## config.mk

```make
export PLATFORM = sky130hd
export DESIGN_NAME = uart_tx_dev_io
export DESIGN_NICKNAME = d
export VERILOG_FILES = /design/src/rtl/uart_tx_dev_io.sv
export SDC_FILE = /design/constraint.sdc
export NUM_CORES = 1
export LEC_CHECK = 0
export CELL_PAD_IN_SITES_DETAIL_PLACEMENT = 0
export CELL_PAD_IN_SITES_GLOBAL_PLACEMENT = 2
export CORE_MARGIN = 3
export CORE_UTILIZATION = 37
export DETAILED_ROUTE_END_ITERATION = 8
export GPL_TIMING_DRIVEN = 0
export PLACE_DENSITY_LB_ADDON = 0.1
export SLEW_MARGIN = 20
export SYNTH_ARGS = -nofsm -noshare
export SYNTH_HDL_FRONTEND = slang
export SYNTH_SLANG_ARGS = --single-unit
export TNS_END_PERCENT = 5
```

## constraint.sdc

```tcl
create_clock -name clk -period 2.8 [get_ports clk]
set_input_delay 0.84 -clock clk [delete_from_list [all_inputs] [get_ports clk]]
set_output_delay 0.84 -clock clk [all_outputs]
set_load 0.02 [all_outputs]
```

## src/rtl/uart_tx_dev_io.sv

```systemverilog
// ---------------------------------------------------------------------------
// UartTxDevIo (module uart_tx_dev_io)
//
// A UART transmitter that sits on the bus as a responder. The CPU writes
// bytes into a small TX FIFO. An FSM then sends each byte on txd as a UART
// frame. A status word is offered back for read muxing.
//
// Ports:
//   clk            peripheral clock, rising edge
//   rst            asynchronous reset, active-high
//   uart_we        one-cycle write strobe from the bus
//   uart_addr      0 = DATA register (push byte), 1 = CTRL register
//   Peripheral_in  CPU write data (DATA uses [7:0], CTRL uses [2:0])
//   uart_out       status: [0]=full [1]=empty [2]=busy [3]=irq_en
//                  [4]=overflow [5]=odd parity select [15:8]=fill count
//   txd            serial output, idle high, registered
//   busy           high whenever the FSM is not in IDLE, registered
//   irq            level interrupt: irq_en & FIFO empty & FSM idle, registered
//
// Optional feature macro: UART_TX_PARITY_EN
//   If defined: a PARITY bit follows the data bits (8E1 by default).
//   CTRL bit2 selects odd parity.
//   If undefined: the frame is plain 8N1 and CTRL bit2 is ignored.
// ---------------------------------------------------------------------------
module uart_tx_dev_io #(
    parameter int DIVISOR    = 434,
    parameter int FIFO_DEPTH = 8,
    parameter int CNT_W      = 4
) (
    input  logic        clk,
    input  logic        rst,
    input  logic        uart_we,
    input  logic        uart_addr,
    input  logic [31:0] Peripheral_in,
    output logic [31:0] uart_out,
    output logic        txd,
    output logic        busy,
    output logic        irq
);

    localparam int PTR_W = (FIFO_DEPTH > 1) ? $clog2(FIFO_DEPTH) : 1;
    localparam int TMR_W = (DIVISOR > 1) ? $clog2(DIVISOR) : 1;
    localparam logic [CNT_W-1:0] DEPTH_C  = CNT_W'(FIFO_DEPTH);
    localparam logic [TMR_W-1:0] TMR_LAST = TMR_W'(DIVISOR - 1);

`ifdef UART_TX_PARITY_EN
    typedef enum logic [2:0] {
        IDLE   = 3'd0,
        START  = 3'd1,
        DATA   = 3'd2,
        PARITY = 3'd3,
        STOP   = 3'd4
    } txState_t;
`else
    typedef enum logic [2:0] {
        IDLE  = 3'd0,
        START = 3'd1,
        DATA  = 3'd2,
        STOP  = 3'd4
    } txState_t;
`endif

    // FIFO storage and bookkeeping
    logic [7:0]       mem_q [FIFO_DEPTH];
    logic [PTR_W-1:0] wrPtr_q, rdPtr_q;
    logic [CNT_W-1:0] count_q, count_d;

    // CTRL / status registers
    logic overflow_q, overflow_d;
    logic irqEn_q, irqEn_d;
    logic oddBit;

    // Transmit FSM state
    txState_t         state_q;
    logic [TMR_W-1:0] timer_q;
    logic [2:0]       bitIdx_q;
    logic [7:0]       shift_q;
    logic             txd_q, busy_q, irq_q;
    logic             parBit_q;

    // Bus decode and FIFO handshake signals
    logic dataWr, ctrlWr, full, empty, push, pop, timerWrap, idleIrq;
    logic unusedBits;

    assign dataWr    = uart_we & ~uart_addr;
    assign ctrlWr    = uart_we & uart_addr;
    assign full      = (count_q == DEPTH_C);
    assign empty     = (count_q == '0);
    // The full check uses the count from before this edge. So a pop in the
    // same cycle does not make room for the push.
    assign push      = dataWr & ~full;
    assign pop       = (state_q == IDLE) & ~empty;
    assign timerWrap = (timer_q == TMR_LAST);
    // irq is re-evaluated on the values that will exist after this edge.
    // This keeps the registered irq in step with the state it describes.
    assign idleIrq   = irqEn_d & (count_d == '0);
    assign unusedBits = ^Peripheral_in[31:8];

    // Next-state values for the fill count and the CTRL bits.
    // A set of overflow by a dropped write wins over a clear from CTRL.
    always_comb begin
        count_d    = count_q;
        overflow_d = overflow_q;
        irqEn_d    = irqEn_q;
        if (push && !pop) begin
            count_d = count_q + CNT_W'(1);
        end else if (!push && pop) begin
            count_d = count_q - CNT_W'(1);
        end
        if (ctrlWr) begin
            irqEn_d = Peripheral_in[1];
            if (Peripheral_in[0]) begin
                overflow_d = 1'b0;
            end
        end
        if (dataWr && full) begin
            overflow_d = 1'b1;
        end
    end

    // FIFO payload storage.
    // It has no reset: the cleared pointers and count make any old contents
    // unreachable.
    always_ff @(posedge clk) begin
        if (push) begin
            mem_q[wrPtr_q] <= Peripheral_in[7:0];
        end
    end

    // FIFO pointers, fill count and the CTRL/status registers.
    // The pointers wrap naturally because the depth is a power of two.
    always_ff @(posedge clk or posedge rst) begin
        if (rst) begin
            wrPtr_q    <= '0;
            rdPtr_q    <= '0;
            count_q    <= '0;
            overflow_q <= 1'b0;
            irqEn_q    <= 1'b0;
        end else begin
            if (push) begin
                wrPtr_q <= wrPtr_q + PTR_W'(1);
            end
            if (pop) begin
                rdPtr_q <= rdPtr_q + PTR_W'(1);
            end
            count_q    <= count_d;
            overflow_q <= overflow_d;
            irqEn_q    <= irqEn_d;
        end
    end

`ifdef UART_TX_PARITY_EN
    logic oddSel_q;

    // Parity sense select. It is latched into the frame's parity bit when
    // the byte is popped.
    always_ff @(posedge clk or posedge rst) begin
        if (rst) begin
            oddSel_q <= 1'b0;
        end else if (ctrlWr) begin
            oddSel_q <= Peripheral_in[2];
        end
    end
    assign oddBit = oddSel_q;
`else
    assign oddBit = 1'b0;
`endif

    // Transmit FSM.
    // txd, busy and irq are registered together with each state change.
    // So txd already carries the value of the new state during that state's
    // first cycle. Each non-idle state lasts exactly DIVISOR cycles.
    always_ff @(posedge clk or posedge rst) begin
        if (rst) begin
            state_q  <= IDLE;
            timer_q  <= '0;
            bitIdx_q <= 3'd0;
            shift_q  <= 8'd0;
            parBit_q <= 1'b0;
            txd_q    <= 1'b1;
            busy_q   <= 1'b0;
            irq_q    <= 1'b0;
        end else begin
            case (state_q)
                IDLE: begin
                    timer_q <= '0;
                    if (pop) begin
                        shift_q  <= mem_q[rdPtr_q];
`ifdef UART_TX_PARITY_EN
                        parBit_q <= (^mem_q[rdPtr_q]) ^ oddSel_q;
`else
                        parBit_q <= 1'b0;
`endif
                        state_q  <= START;
                        txd_q    <= 1'b0;
                        busy_q   <= 1'b1;
                        irq_q    <= 1'b0;
                    end else begin
                        txd_q  <= 1'b1;
                        busy_q <= 1'b0;
                        irq_q  <= idleIrq;
                    end
                end
                START: begin
                    if (timerWrap) begin
                        timer_q  <= '0;
                        bitIdx_q <= 3'd0;
                        state_q  <= DATA;
                        txd_q    <= shift_q[0];
                    end else begin
                        timer_q <= timer_q + TMR_W'(1);
                    end
                end
                DATA: begin
                    if (timerWrap) begin
                        timer_q <= '0;
                        if (bitIdx_q == 3'd7) begin
`ifdef UART_TX_PARITY_EN
                            state_q <= PARITY;
                            txd_q   <= parBit_q;
`else
                            state_q <= STOP;
                            txd_q   <= 1'b1;
`endif
                        end else begin
                            // The next bit is shift_q[1], because the
                            // register shifts on this same edge.
                            shift_q  <= shift_q >> 1;
                            bitIdx_q <= bitIdx_q + 3'd1;
                            txd_q    <= shift_q[1];
                        end
                    end else begin
                        timer_q <= timer_q + TMR_W'(1);
                    end
                end
`ifdef UART_TX_PARITY_EN
                PARITY: begin
                    if (timerWrap) begin
                        timer_q <= '0;
                        state_q <= STOP;
                        txd_q   <= 1'b1;
                    end else begin
                        timer_q <= timer_q + TMR_W'(1);
                    end
                end
`endif
                STOP: begin
                    if (timerWrap) begin
                        timer_q <= '0;
                        state_q <= IDLE;
                        txd_q   <= 1'b1;
                        busy_q  <= 1'b0;
                        irq_q   <= idleIrq;
                    end else begin
                        timer_q <= timer_q + TMR_W'(1);
                    end
                end
                default: begin
                    timer_q <= '0;
                    state_q <= IDLE;
                    txd_q   <= 1'b1;
                    busy_q  <= 1'b0;
                    irq_q   <= 1'b0;
                end
            endcase
        end
    end

    // Status word for the CPU read mux.
    assign uart_out = {16'b0, 8'(count_q), 2'b0, oddBit, overflow_q,
                       irqEn_q, busy_q, empty, full};
    assign txd  = txd_q;
    assign busy = busy_q;
    assign irq  = irq_q;

endmodule
```

## After elaboration in Yosys (flattened, before gate mapping)

Memory sizes are Yosys's and may differ from the RTL's.
Index checks and enable logic that the tools add are counted.

- Register bits: 38
- Latch bits: 0
- Memory bits (writable): 64
- Bits in read-only memories: 0
- Input port bits: 36
- Word-level logic and storage cells: 95
- Memories: 1

Memories:

| memory | words | width | read ports | clocked after Yosys merged registers in | wr ports | line | source |
|---|---|---|---|---|---|---|---|
| mem_q | 8 | 8 | 1 | 0 | 1 | 64 | `logic [7:0] mem_q [FIFO_DEPTH];` |

- $add $sub $neg: 6
- Multipliers: 0
- Divide/modulo/power cells: 0
- Order comparisons: 0
- Eq/ne operators: 12
- Shift operators: 0
- Multiplexer cells: 35
- Bitwise gates (word level): 9
- Reduce and logical (&&, ||, !) cells: 20

Operators by type and width:

| operator | number |
|---|---|
| $mux W8 | 3 |
| $mux W3 | 7 |
| $mux W9 | 2 |
| $pmux W8 S2 | 1 |
| $mux W1 | 15 |
| $ne A2 B2 Y1 const B | 6 |
| $pmux W3 S4 | 1 |
| $add A3 B1 Y3 const B | 3 |
| $add A9 B1 Y9 const B | 1 |
| $eq A9 B9 Y1 const B | 1 |
| $logic_not A4 Y1 | 2 |
| $mux W4 | 2 |
| $reduce_and A4 Y1 | 2 |
| $reduce_bool A2 Y1 | 4 |
| $eq A3 B3 Y1 const B | 2 |
| $pmux W1 S3 | 2 |
| $pmux W3 S2 | 1 |
| $and A1 B1 Y1 | 5 |
| $reduce_and A5 Y1 | 1 |
| $add A4 B1 Y4 const B | 1 |
| $eq A4 B4 Y1 const B | 1 |
| $not A1 Y1 | 4 |
| $pmux W1 S4 | 1 |
| $reduce_and A2 Y1 | 2 |
| 9 further kinds | 12 |

## Longest topological paths before layout

Gate-level depths: netlist of the first run.

- Word-level depth: 11
- Gate-level depth with buffers: 9
- Gate-level depth less buffers: 8

## Worst setup path before layout of the first run

Ideal clock, no wire load.

- Path type: register to register
- Start point: reg count_q[0]
- End point: reg irq_q, in the netlist irq
- Setup time: 104 ps
- Arrival: 2325 ps
- Slack: 371 ps
- Stages on the path, launching flop included: 9
- Path buffers: 1
- Cell sequence: dfrtp_1 > inv_1 > ha_1 > or3b_1 > buf_2 > a2111o_1 > nand3_1 > or4b_1 > o41ai_2

- Cells in the longest elaborated chain, start to end: 11

RTL lines:

| element | line | source |
|---|---|---|
| start, declared | 66 | `logic [CNT_W-1:0] count_q, count_d;` |
| start signal, assigned | 146 | `count_q <= count_d;` |
| $eq A4 B4 Y1 | 87 | `assign full = (count_q == DEPTH_C);` |
| $not A1 Y1 | 91 | `assign push = dataWr & ~full;` |
| $and A1 B1 Y1 | 91 |  |
| $logic_not A1 Y1 | 107 | `end else if (!push && pop) begin` |
| $logic_and A1 B1 Y1 | 107 |  |
| $mux W4 | 107 |  |
| $mux W4 | 105 | `if (push && !pop) begin` |
| $logic_not A4 Y1 | 96 | `assign idleIrq = irqEn_d & (count_d == '0);` |
| $and A1 B1 Y1 | 96 |  |
| $mux W1 (on tied branches) | 248, 187 |  |
| $pmux W1 S3 (*) | 184 | `case (state_q)` |
| end signal, assigned | 201 | `irq_q <= idleIrq;` |
| end signal, assigned | 253 | `irq_q <= idleIrq;` |
| end, declared | 78 | `logic txd_q, busy_q, irq_q;` |

Every way passes the cells marked *; elsewhere a longest branch is shown, timed or not. The select of a mux whose other input is x is not followed.
A chain may end at the register's enable or synchronous reset.

## Worst setup path after layout of the first run

- Start point: reg count_q[0]
- End point: out uart_out[1]

- Cells in the longest elaborated chain, start to end: 1

RTL lines:

| element | line | source |
|---|---|---|
| $logic_not A4 Y1 | 88 | `assign empty = (count_q == '0);` |
| end, declared | 35 | `output logic [31:0] uart_out,` |

Every way passes these cells.

==> results.cfg, run 1 <==
[sta]
timing.final.crit_share_pct = 98.4
rsz0062_at_grt = yes
hold_viol_final = 0
fmax_ghz = 0.363
drv_slew = 0
slew_headroom_pct = 45.4
tightest_slew_ps = 815
min_period_ps = 2750
skew_ps = 8.14
setup_viol = 0

[worst_hold_path]
hp-class = reg2reg
min_to = txd
min-delay-start = txd
hold_depth = 2

[flow_run]
maxCapViolations = 0

[synth]
synth_ff_type = edfxtp_1
synth.area.top_cells = edfxtp_1, dfrtp_1, mux4_2, buf_4, nor2_1
yosysTopAreaCellShare_pct = 41.6
synth-seq-area-share_pct = 62.3
avgSynthCellArea_sq_um = 13.9
synth_edf_count = 64
synth_top_area_cell = edfxtp_1
ys_ff_latch = 102
synthCells = 333
yosysUniqueCellTypes = 48
synthesis.area_sq_um = 4610
postSynth.asyncResetShare_pct = 37.3
synth_warnings = 0

[routing]
drt-total-wl_um = 8900
drtPass1Iterations = 5
drt-wirelength-per-cell_um = 15.7
vias_per_cell = 4.56
vias = 2579
postRouteAntennaNets = 0
drt_iter0_drc = 197
drc_errors = 0

[clock_network]
cts_root_buf = clkbuf_16
clk_pin_slew_worst_paths_ps = 80
clock_sinks = 102
cts_tree = yes
cts_inserted_buffers = 9
clock_latency_ps = 350
postCtsSetupBuffers = 0
hold_buffers = 0
cts-htree-levels = 3
cts_buffer_depth = 2

[final_layout]
drive_gt1_share_pct = 23.7
final_cells = 565
seq_area_sq_um = 2880
final_cell_mix = edfxtp_1, dfrtp_1, buf_4
final_cell_area_sq_um = 5510
syn_to_final_growth_pct = 19.4
fill_cells = 1126
antenna_cells = 0
fin_util_pct = 45.5
finalNetCount = 436
multi_input_area_sq_um = 1560
layout_commonest_cell = edfxtp_1

[placed_design]
dp.final_hpwl_um = 6130
dpl.cell_count = 549
portBuffers = 23
globalplace.congestion = 0.726
placed_area_sq_um = 5210

[outcome]
run_status = completed

[critical_path]
worst-r2r-setup-slack_ps = 210
crit-reg2reg-launch = rdPtr_q[1]
worst_r2r_path_depth = 6
start_kind = register
cp_max_fo = 5
path_class = reg2out
reg2reg_to = shift_q[2]
crit_path_end_kind = output port
worstPathArrival_ps = 1910
cp.required_ps = 1960

[floorplanning]
core_area_sq_um = 12100
num_io_pins = 71
start_util_pct = 38.1
dieArea_sq_um = 13800
die_x_um = 118
die_h_um = 118
fp-row-count = 40

[global_route]
gr-total-overflow = 0
grt_pass1_vias = 2598
grt_max_degree = 24
grt_first_pass_wirelength_um = 14800
track_usage_pct = 13.9
antenna_found_initial = 0

[power_and_ir_drop]
power.leakage_nw = 2.09
ir_drop_uv = 501
p_total_mw = 3.64
powerDensity_nw_per_um2 = 661
==> critical path, stage by stage (launching register included) <==
cell,delay (ps)
dfrtp_1,430
inv_1,110
ha_1,180
or3b_1,340
buf_2,150
inv_1,110
buf_4,120
buf_4,120
==> area by class of cell <==
cell class / instances / area share (%)
plain buffers: 42 / 4.86
inverters: 9 / 0.613
flip-flops and latches: 102 / 52.2
repair buffers: 26 / 4.88
clock inverters: 7 / 1.32
clock buffers: 9 / 4.09
multi-input cells: 202 / 28.2
well taps: 168 / 3.82
==> what timing repair did <==
item,CTS,global route
gates cloned,0,0
resized for setup,5,4
setup endpoints to repair,2,25
==> metal layers <==
metal | up-vias | track usage (%) | share of wire (%)
li1 | 1288 | - | -
met1 | 1235 | 18.9 | 47
met2 | 51 | 21.5 | 48
met3 | 5 | 4.23 | 3.9
met4 | 0 | 4.62 | 0.87
met5 | - | 0 | 0
==> through the flow <==
stage	TNS (ps)	hold WS, ps	worst slack, ps
finish	0	468	45.5
global route	-55.0	491	-55.0
CTS	0	474	18.0
detailed placement	-12770	462	-355
global placement	-36570	456	-1090
floorplan	0	463	371
==> power by group <==
group / switching, mW / internal (mW) / total, mW / leakage [nW]
clock network: 0.604 / 0.631 / 1.24 / 0.148
registers: 0.108 / 1.73 / 1.84 / 1.04
logic: 0.315 / 0.254 / 0.569 / 0.897
total: 1.03 / 2.61 / 3.64 / 2.09
==> state kept, by name, indices dropped and copies added (netlist names) <==
name        cells
count_q         4
irq             1
txd             1
wrPtr_q         3
mem_q          64
irqEn_q         1
timer_q         9
bitIdx_q        3
busy            1
shift_q         8
rdPtr_q         3
overflow_q      1
state_q         3
==> cell families (layout without fill, tap and decap cells) <==
family,Yosys count,in the layout,synth area share [%]
buffers and inverters,51,93,6.53
other,1,23,0.0813
XOR/XNOR,14,14,2.66
flip-flops,102,102,62.3
multiplexers,33,33,11.7
AO/OA/AOI/OAI,36,36,5.04
adder cells (fa/ha/maj),9,9,2.39
AND/OR/NAND/NOR,87,87,9.30
==> synthesized netlist by cell type (7+ instances only) <==
cell type	instances
edfxtp_1	64
dfrtp_1	37
buf_4	28
nor2_1	28
nand2_1	23
mux4_2	16
a21oi_1	15
xnor2_1	12
inv_1	9
mux2i_1	9
clkbuf_1	8
ha_1	8
mux2_2	8
o21ai_0	7
==> worst max path at each step <==
| stage | slack [ps] | cells after the start | to | startpoint |
|---|---|---|---|---|
| final | 50 | 7 | uart_out[1] | count_q[0] |
| after global routing | -60 | 7 | uart_out[1] | count_q[0] |
| after CTS | 20 | 7 | uart_out[1] | count_q[0] |
| after detailed placement | -350 | 5 | mem_q[6][5] | uart_addr |
| after global placement | -1090 | 4 | mem_q[0][5] | uart_we |
| after floorplan | 370 | 8 | irq | count_q[0] |
Power figures use the tool's default switching activity.
==> run 2: changes to the inputs <==
- CORE_MARGIN: 3 -> 5
==> run 2 against run 1 <==
Net effect: clock-buffer cell count is 1 higher; first-iteration DRC count is 16% lower; non-clock buffer count is 1 higher; critical path depth is 2 lower; setup slack better by 35 ps; clock power hardly changed; clock skew is 1.4 ps lower; sequential share of layout area is 0.17 points higher; utilization is 0.14 points lower; global-route usage is 0.89 points lower; cell count is 0.18% higher; critical path type is now in2reg.
==> results.cfg, run 2 (synthesized netlist as in run 1, its figures left out) <==
[outcome]
run_status = completed

[global_route]
grt_pass1_vias = 2626
grt_first_pass_wirelength_um = 14500
antenna_found_initial = 0
gr-total-overflow = 0
grt_max_degree = 23
track_usage_pct = 13.0

[sta]
skew_ps = 6.78
drv_slew = 0
fmax_ghz = 0.368
tightest_slew_ps = 855
slew_headroom_pct = 42.8
whs_ps = 467
setup_viol = 0
min_period_ps = 2720
rsz0062_at_grt = yes
fin_tns_setup_ps = 0
hold_viol_final = 0
timing.final.crit_share_pct = 97.1

[final_layout]
drive_gt1_share_pct = 23.4
final_cell_area_sq_um = 5490
antenna_cells = 0
fill_cells = 1114
syn_to_final_growth_pct = 19.0
finalNetCount = 437
fin_util_pct = 45.3
final_cell_mix = edfxtp_1, dfrtp_1, buf_4
layout_commonest_cell = edfxtp_1
largest_reg_flops = 64
reg_top3 = mem_q (64), timer_q (9), shift_q (8)
final_cells = 566
regMostFlops = mem_q

[critical_path]
worstPathArrival_ps = 2690
cp.required_ps = 2770
worst-r2r-setup-slack_ps = 220
path_class = in2reg
start_kind = input pin
reg2reg_to = shift_q[2]
worst_r2r_path_depth = 6
cp_max_fo = 8
crit_path_end_kind = register
crit-reg2reg-launch = rdPtr_q[1]

[worst_hold_path]
min_to = txd
min-delay-start = txd
hp-class = reg2reg
hold_depth = 2

[floorplanning]
num_io_pins = 71
start_util_pct = 38.1
core_area_sq_um = 12100
die_x_um = 122
dieArea_sq_um = 14800
fp-row-count = 40
die_h_um = 122

[power_and_ir_drop]
pwr-share-seq_pct = 50.2
powerDensity_nw_per_um2 = 663
pwr-share-comb_pct = 16.4
internal_power_mw = 2.63
ir_drop_uv = 377
swShare_pct = 27.8
clock_power_share_pct = 33.4
power.leakage_nw = 2.08
p_sw_mw = 1.01

[clock_network]
cts_tree = yes
cts_buffer_depth = 2
clock_latency_ps = 350
hold_buffers = 0
cts_root_buf = clkbuf_16
cts_inserted_buffers = 9
cts-htree-levels = 3
clk_pin_slew_worst_paths_ps = 70
clock_sinks = 102

[routing]
drtPass1Iterations = 5
drt-total-wl_um = 8890
vias_per_cell = 4.61
drc_errors = 0
vias = 2612
drt_iter0_drc = 166
drt-wirelength-per-cell_um = 15.7
postRouteAntennaNets = 0

[placed_design]
dp.final_hpwl_um = 6260
globalplace.congestion = 0.720
portBuffers = 23
placed_area_sq_um = 5190
dpl.cell_count = 548

[flow_run]
maxCapViolations = 0
-- run 2: changes by cell type in the layout (fill, tap and decap cells not counted), sizes merged --
cell	change
clkinv	-4
inv	+2
buf	+1
clkbuf	+1
clkinvlp	+1
-- run 2: what timing repair did --
action / in CTS / in global routing
endpoints found under the setup margin: 2 / 26
gates cloned: 0 / 0
gates resized for setup: 4 / 3
buffers inserted: 0 / 2
-- run 2: area by class of cell --
type / count / area (sq um) / share of cell area, %
multi-input cells: 202 / 1550 / 28.2
inverters: 9 / 33.8 / 0.615
plain buffers: 42 / 268 / 4.88
flip-flops and latches: 102 / 2880 / 52.4
repair buffers: 27 / 267 / 4.85
clock buffers: 10 / 229 / 4.17
clock inverters: 6 / 58.8 / 1.07
well taps: 168 / 210 / 3.83
-- run 2: critical path, cell delays in order --
cell and delay, ps:
clkdlybuf4s50_1 450, nand2b_1 210, nor2_2 300, nand2_1 190
nor2_1 700
-- run 2: through the flow --
step,setup slack (ps),total power [mW]
floorplan,371,2.21
finish,80.9,3.64
global route,-46.3,3.83
global placement,-1080,2.41
detailed placement,-310,2.44
CTS,6.26,3.67
-- run 2: how the worst max path moves through the flow --
stage                    start     endpoint  slack [ps]  cells past startpoint
finish               uart_addr  mem_q[5][1]          80                      5
CTS                 count_q[0]  uart_out[1]           6                      7
detailed placement   uart_addr  mem_q[7][5]        -310                      5
floorplan           count_q[0]          irq         370                      8
global placement       uart_we  mem_q[0][5]       -1080                      4
global route         uart_addr  mem_q[7][1]         -50                      5
-- run 2: metal layers --
| layer | track usage [%] | routed length, um |
|---|---|---|
| met1 | 17.5 | 4170 |
| met2 | 20.8 | 4340 |
| met3 | 3.67 | 262 |
| met4 | 3.57 | 118 |
| met5 | 0 | 0 |
-- run 2: power groups by stage --
stage	Clock (mW)	Sequential, mW	Combinational (mW)
floorplan	0	1.87	0.338
global placement	0	1.86	0.555
detailed placement	0	1.87	0.573
CTS	1.26	1.84	0.571
global route	1.32	1.84	0.663
finish	1.22	1.83	0.596
